**src/rtl/alarm_control_core.sv**
```systemverilog
// alarm_control_core
//
// Control core of the alarm clock. It takes keypad digits from the keyboard
// interface, builds a four-digit BCD entry, strobes that entry into either
// the clock counter (load_new_time) or the alarm register (load_alarm),
// holds the alarm time, chooses what the display shows, and drives the
// ringing/snooze/stop behaviour of the alarm.
//
// Ports:
//   clk           system clock, all logic on the rising edge
//   reset         asynchronous reset, active low
//   one_second    single-clk pulse once per second
//   one_minute    single-clk pulse once per minute
//   key           PS/2 set-2 code of the held key, 8'h00 when no key
//   current_time  BCD HHMM from the clock counter
//   do_snooze     single-clk snooze button pulse
//   stop_alarm    single-clk alarm-off button pulse
//   key_buffer    digits entered so far, BCD HHMM
//   load_new_time one-clk strobe, clock counter loads key_buffer
//   load_alarm    one-clk strobe, alarm register loads key_buffer
//   show_alarm    display shows alarm_time instead of current_time
//   show_keyboard key entry in progress
//   alarm_time    stored alarm time, BCD HHMM
//   display       show_alarm ? alarm_time : current_time
//   sound_alarm   alarm ringing
//   debug_state   controller state encoding
//   debug_seconds controller seconds counter

module alarm_control_core #(
  parameter int ENTRY_TIMEOUT_S = 10,
  parameter int SHOW_ALARM_S    = 5,
  parameter int SNOOZE_MIN      = 10
) (
  input  logic        clk,
  input  logic        reset,
  input  logic        one_second,
  input  logic        one_minute,
  input  logic [7:0]  key,
  input  logic [15:0] current_time,
  input  logic        do_snooze,
  input  logic        stop_alarm,
  output logic [15:0] key_buffer,
  output logic        load_new_time,
  output logic        load_alarm,
  output logic        show_alarm,
  output logic        show_keyboard,
  output logic [15:0] alarm_time,
  output logic [15:0] display,
  output logic        sound_alarm,
  output logic [3:0]  debug_state,
  output logic [7:0]  debug_seconds
);

  localparam logic [7:0] ENTRY_LIMIT  = 8'(ENTRY_TIMEOUT_S);
  localparam logic [7:0] SHOW_LIMIT   = 8'(SHOW_ALARM_S);
  localparam logic [7:0] SNOOZE_LIMIT = 8'(SNOOZE_MIN);

  localparam logic [7:0] CODE_STAR  = 8'h7C;
  localparam logic [7:0] CODE_MINUS = 8'h7B;

  typedef enum logic [3:0] {
    IDLE       = 4'd0,
    KEY_ENTRY  = 4'd1,
    LOAD_TIME  = 4'd2,
    LOAD_ALARM = 4'd3,
    SHOW_ALARM = 4'd4
  } state_t;

  state_t      state;
  logic [7:0]  key_r;
  logic [7:0]  key_prev;
  logic        key_press;
  logic        is_digit;
  logic        is_star;
  logic        is_minus;
  logic [3:0]  digit_val;
  logic [7:0]  seconds;
  logic        match;
  logic        match_prev;
  logic        snooze_armed;
  logic [7:0]  snooze_count;

  // Two-stage key register: the second stage lets us see the 00 -> nonzero
  // transition so a held key produces exactly one action.
  always_ff @(posedge clk or negedge reset) begin
    if (!reset) begin
      key_r    <= 8'h00;
      key_prev <= 8'h00;
    end else begin
      key_r    <= key;
      key_prev <= key_r;
    end
  end

  assign key_press = (key_prev == 8'h00) && (key_r != 8'h00);

  // Decode the registered PS/2 code into digit / '*' / '-' classes.
  always_comb begin
    is_digit  = 1'b1;
    digit_val = 4'd0;
    case (key_r)
      8'h70:   digit_val = 4'd0;
      8'h69:   digit_val = 4'd1;
      8'h72:   digit_val = 4'd2;
      8'h7A:   digit_val = 4'd3;
      8'h6B:   digit_val = 4'd4;
      8'h73:   digit_val = 4'd5;
      8'h74:   digit_val = 4'd6;
      8'h6C:   digit_val = 4'd7;
      8'h75:   digit_val = 4'd8;
      8'h7D:   digit_val = 4'd9;
      default: is_digit  = 1'b0;
    endcase
    is_star  = (key_r == CODE_STAR);
    is_minus = (key_r == CODE_MINUS);
  end

  // Entry controller. Flag outputs are set on the transition into the state
  // they belong to, so they are registered and line up with debug_state.
  always_ff @(posedge clk or negedge reset) begin
    if (!reset) begin
      state         <= IDLE;
      key_buffer    <= 16'h0000;
      alarm_time    <= 16'h0000;
      seconds       <= 8'd0;
      load_new_time <= 1'b0;
      load_alarm    <= 1'b0;
      show_alarm    <= 1'b0;
      show_keyboard <= 1'b0;
    end else begin
      load_new_time <= 1'b0;
      load_alarm    <= 1'b0;
      case (state)
        IDLE: begin
          if (key_press && is_digit) begin
            key_buffer    <= {12'h000, digit_val};
            seconds       <= 8'd0;
            state         <= KEY_ENTRY;
            show_keyboard <= 1'b1;
          end else if (key_press && is_star) begin
            seconds    <= 8'd0;
            state      <= SHOW_ALARM;
            show_alarm <= 1'b1;
          end
        end
        KEY_ENTRY: begin
          if (key_press && is_digit) begin
            key_buffer <= {key_buffer[11:0], digit_val};
            seconds    <= 8'd0;
          end else if (key_press && is_minus) begin
            state         <= LOAD_TIME;
            load_new_time <= 1'b1;
            show_keyboard <= 1'b0;
          end else if (key_press && is_star) begin
            state         <= LOAD_ALARM;
            load_alarm    <= 1'b1;
            alarm_time    <= key_buffer;
            show_keyboard <= 1'b0;
          end else if (one_second) begin
            // Abandoned entry: drop the partial digits.
            if (seconds + 8'd1 >= ENTRY_LIMIT) begin
              state         <= IDLE;
              key_buffer    <= 16'h0000;
              seconds       <= 8'd0;
              show_keyboard <= 1'b0;
            end else begin
              seconds <= seconds + 8'd1;
            end
          end
        end
        LOAD_TIME:  state <= IDLE;
        LOAD_ALARM: state <= IDLE;
        SHOW_ALARM: begin
          if (key_press || (one_second && (seconds + 8'd1 >= SHOW_LIMIT))) begin
            state      <= IDLE;
            seconds    <= 8'd0;
            show_alarm <= 1'b0;
          end else if (one_second) begin
            seconds <= seconds + 8'd1;
          end
        end
        default: begin
          state         <= IDLE;
          show_alarm    <= 1'b0;
          show_keyboard <= 1'b0;
        end
      endcase
    end
  end

  assign match = (current_time == alarm_time);

  // Alarm driver. match_prev resets to 1 so that 00:00 == 00:00 straight
  // out of reset is not seen as a new match. stop_alarm has top priority.
  always_ff @(posedge clk or negedge reset) begin
    if (!reset) begin
      sound_alarm  <= 1'b0;
      snooze_armed <= 1'b0;
      snooze_count <= 8'd0;
      match_prev   <= 1'b1;
    end else begin
      match_prev <= match;
      if (stop_alarm) begin
        sound_alarm  <= 1'b0;
        snooze_armed <= 1'b0;
        snooze_count <= 8'd0;
      end else if (do_snooze && sound_alarm) begin
        sound_alarm  <= 1'b0;
        snooze_armed <= 1'b1;
        snooze_count <= 8'd0;
      end else begin
        if (match && !match_prev) begin
          sound_alarm <= 1'b1;
        end
        if (snooze_armed && one_minute) begin
          if (snooze_count + 8'd1 >= SNOOZE_LIMIT) begin
            sound_alarm  <= 1'b1;
            snooze_armed <= 1'b0;
            snooze_count <= 8'd0;
          end else begin
            snooze_count <= snooze_count + 8'd1;
          end
        end
      end
    end
  end

  assign display       = show_alarm ? alarm_time : current_time;
  assign debug_state   = state;
  assign debug_seconds = seconds;

endmodule

```
**config.mk**
```make
export PLATFORM = sky130hd
export DESIGN_NAME = alarm_control_core
export DESIGN_NICKNAME = d
export VERILOG_FILES = /design/src/rtl/alarm_control_core.sv
export SDC_FILE = /design/constraint.sdc
export NUM_CORES = 1
export LEC_CHECK = 0
export ABC_AREA = 1
export CAP_MARGIN = 10
export CORE_UTILIZATION = 50
export DETAILED_ROUTE_END_ITERATION = 7
export GPL_TIMING_DRIVEN = 0
export PLACE_DENSITY = 0.84
export SLEW_MARGIN = 15
export SYNTH_ARGS = -nofsm -noshare
export SYNTH_HDL_FRONTEND = slang
export SYNTH_SLANG_ARGS = --single-unit
```
**constraint.sdc**
```tcl
create_clock -name clk -period 1.9 [get_ports clk]
set_input_delay 0.38 -clock clk [delete_from_list [all_inputs] [get_ports clk]]
set_output_delay 0.38 -clock clk [all_outputs]
set_load 0.1 [all_outputs]
```
==> impl_metrics.yaml <==
cts:
  cts_buffers: 9
  clockBufferDepth: 2
  clk_pin_slew_ns: 0.08
  cts_tree: "yes"
  htree_levels: 3
  cts_root_buf: "clkbuf_8"
  cts_sinks: 74
  clkLatencyLatePin_ns: 0.35
finish:
  fin_cells: 754
  drive_gt1_frac: 0.4141
  multi_input_area_sq_um: 2381
  n_fill_cell: 390
  seqCellArea_sq_um: 1892
  fin_nets: 683
  diodes: 0
  syn_to_final_growth_pct: 57.42
  fin_area_sq_um: 6394
placed_design:
  placedCellCount: 712
  dp_slack_ns: -0.8614
  post-dp-hpwl_mm: 7.400
  port_buffers: 93
  gp_congestion: 0.8715
  place_area_sq_um: 5336
power_and_ir_drop:
  power.sequential.fraction: 0.376
  p_per_area_nw_per_um2: 743.6
  combPwrFrac: 0.329
  p_sw_mw: 1.783
  p_int_mw: 2.971
  ir_drop_mv: 1.000
  p_sw_frac: 0.3750
  power_frac_clock: 0.295
  leakage_nw: 2.991
critical_path:
  crit_path_start_kind: "register"
  cp.arrival_ns: 1.58
  cp-end-kind: "output port"
  path_class: "reg -> out"
  crit_path_max_fanout: 6
  required_ns: 1.52
yosys:
  synthMostInstantiatedCell: "nand2_1"
  synthDistinctLibCells: 44
  synth_flop_cell: "dfrtp_1"
  syn_area_per_cell_sq_um: 7.871
  synthTopCellsByCount: "nand2_1 (185), dfrtp_1 (73), inv_1 (47)"
  synth_largest_area_cell: "dfrtp_1"
  async_reset_ff_frac: 1.000
  synth_edf_count: 0
  synth-seq-cells: 74
  synth_area_leaders: "dfrtp_1 (45%), nand2_1 (17%), inv_1 (4.3%)"
  synth_seq_area_share: 0.4563
  synthCells: 516
  yosysTopAreaCellShare: 0.4498
  synth_nets: 552
  syn-cell-area_sq_um: 4061
  yosys_warnings: 0
timing:
  setup_viol: 26
  fin_hold_ws_ns: 0.4299
  setup_slack_ns: -0.06368
  clock_skew_ns: 0.007183
  max_freq_ghz: 0.5092
  fin_crit_sh: 1.034
  relSlewSlack: 0.6156
  worst_pin_slew_ns: 0.5793
  finalHoldViolCount: 0
  rsz0062_at_grt: "yes"
  period_minus_slack_ns: 1.964
  tns_ns: -0.8873
  drv_slew: 0
die:
  ioPinCount: 95
  die_height_microns: 92.13
  die_w_microns: 92.13
  core_sq_um: 7807
  die-area_sq_um: 8487
  rows: 32
  start_util: 0.5202
worst_hold_path:
  hold_class: "reg -> reg"
route:
  num_vias: 4130
  post_drt_via_cell_ratio: 5.477
  ant_nets: 0
  route.detailed.drc: 0
  wl_per_cell_microns: 17.17
  drtIter0Drc: 231
  routed_wl_mm: 12.95
  drt_first_pass_iters: 6
global_route:
  grt_max_degree: 51
  overflow: 0
  grt_pass1_vias: 3988
  antenna_found_initial: 0
  grt_first_pass_wirelength_mm: 18.77
  grt_usage: 0.2856
run_status:
  status: "complete, but fails checks"
  violations: "negative setup slack"
job:
  maxCapViolations: 0
## layout make-up
type,count,area share
repair buffers,118,0.2149
inverters,62,0.03992
clock inverters,4,0.01155
well taps,102,0.01996
flip-flops and latches,74,0.2959
clock buffers,12,0.02427
multi-input cells,373,0.3724
plain buffers,9,0.02114
## per-stage QoR
stage | power (mW) | util
finish | 4.754 | 0.8189
global route | 4.947 | 0.8189
CTS | 4.583 | 0.7617
detailed placement | 3.148 | 0.6835
global placement | 3.116 | 0.6803
floorplan | 2.793 | -
## per-layer routing
metal,routed length (microns),vias to the layer above,GRT usage
met2,6849,195,0.5218
met4,431,0,0.1120
met1,4900,2026,0.3225
met5,0,-,0
met3,763,37,0.06136
li1,-,1872,-
## layout by cell type (no fill, tap or decap), types with 15 or more instances in the layout
cell type,instances
nand2_1,131
dfrtp_1,56
clkdlybuf4s15_2,45
inv_1,42
nor2_1,37
nand2_2,34
nand2_4,29
clkdlybuf4s50_1,28
nand3_1,21
buf_4,18
inv_2,16
o21ai_0,15
buf_12,15
## logic make-up (layout without fill, tap and decap cells)
group                    Yosys count  after routing  synth area share
flip-flops                        74             74            0.4563
adder cells (fa/ha/maj)            6              6           0.01848
AND/OR/NAND/NOR                  298            300            0.3367
AO/OA/AOI/OAI                     50             50           0.07948
XOR/XNOR                          16             16           0.03451
other                              1              1         0.0009233
buffers and inverters             71            205           0.07363
## path summary, 6_finish.rpt
check | depth (start not counted) | slack (ns) | from | endpoint
setup reg to reg | 14 | -0.05 | key_r[0] | key_buffer[12]
max in group asynchronous | 3 | 0.83 | reset | match_prev
hold / removal | 0 | 0.43 | key_r[7] | key_prev[7]
min in group asynchronous | 2 | 0.48 | reset | snooze_count[0]
hold reg to reg | 0 | 0.43 | key_r[7] | key_prev[7]
setup / recovery | 6 | -0.06 | show_alarm | display[11]
## sequential cells by signal, indices dropped and copies added, names as in the netlist, 3 cells and up
register / cells
alarm_time: 16
key_buffer: 16
debug_seconds: 8
key_prev: 8
key_r: 8
snooze_count: 8
debug_state: 3
## critical path, cell delays in order, from the launching register on
cell and delay [ns]:
dfrtp_4 0.51, clkbuf_16 0.18, clkinv_8 0.07, clkbuf_16 0.16, nand2_8 0.07, nand2_8 0.07
buf_12 0.16
## timing repair
item	CTS	global route
pin swaps	3	23
gates resized for setup	307	89
cloned	2	3
hold endpoints to repair	24	0
setup buffers	6	14
hold buffers	1	0
endpoints found under the setup margin	92	59
## power by group through the flow
| stage | clock network [mW] | logic [mW] | registers, mW |
|---|---|---|---|
| finish | 1.40 | 1.56 | 1.79 |
| CTS | 1.41 | 1.38 | 1.79 |
| global route | 1.48 | 1.66 | 1.80 |
| global placement | 0 | 1.31 | 1.81 |
| floorplan | 0 | 0.608 | 2.18 |
| detailed placement | 0 | 1.33 | 1.82 |
(Power assumes the default switching activity.)
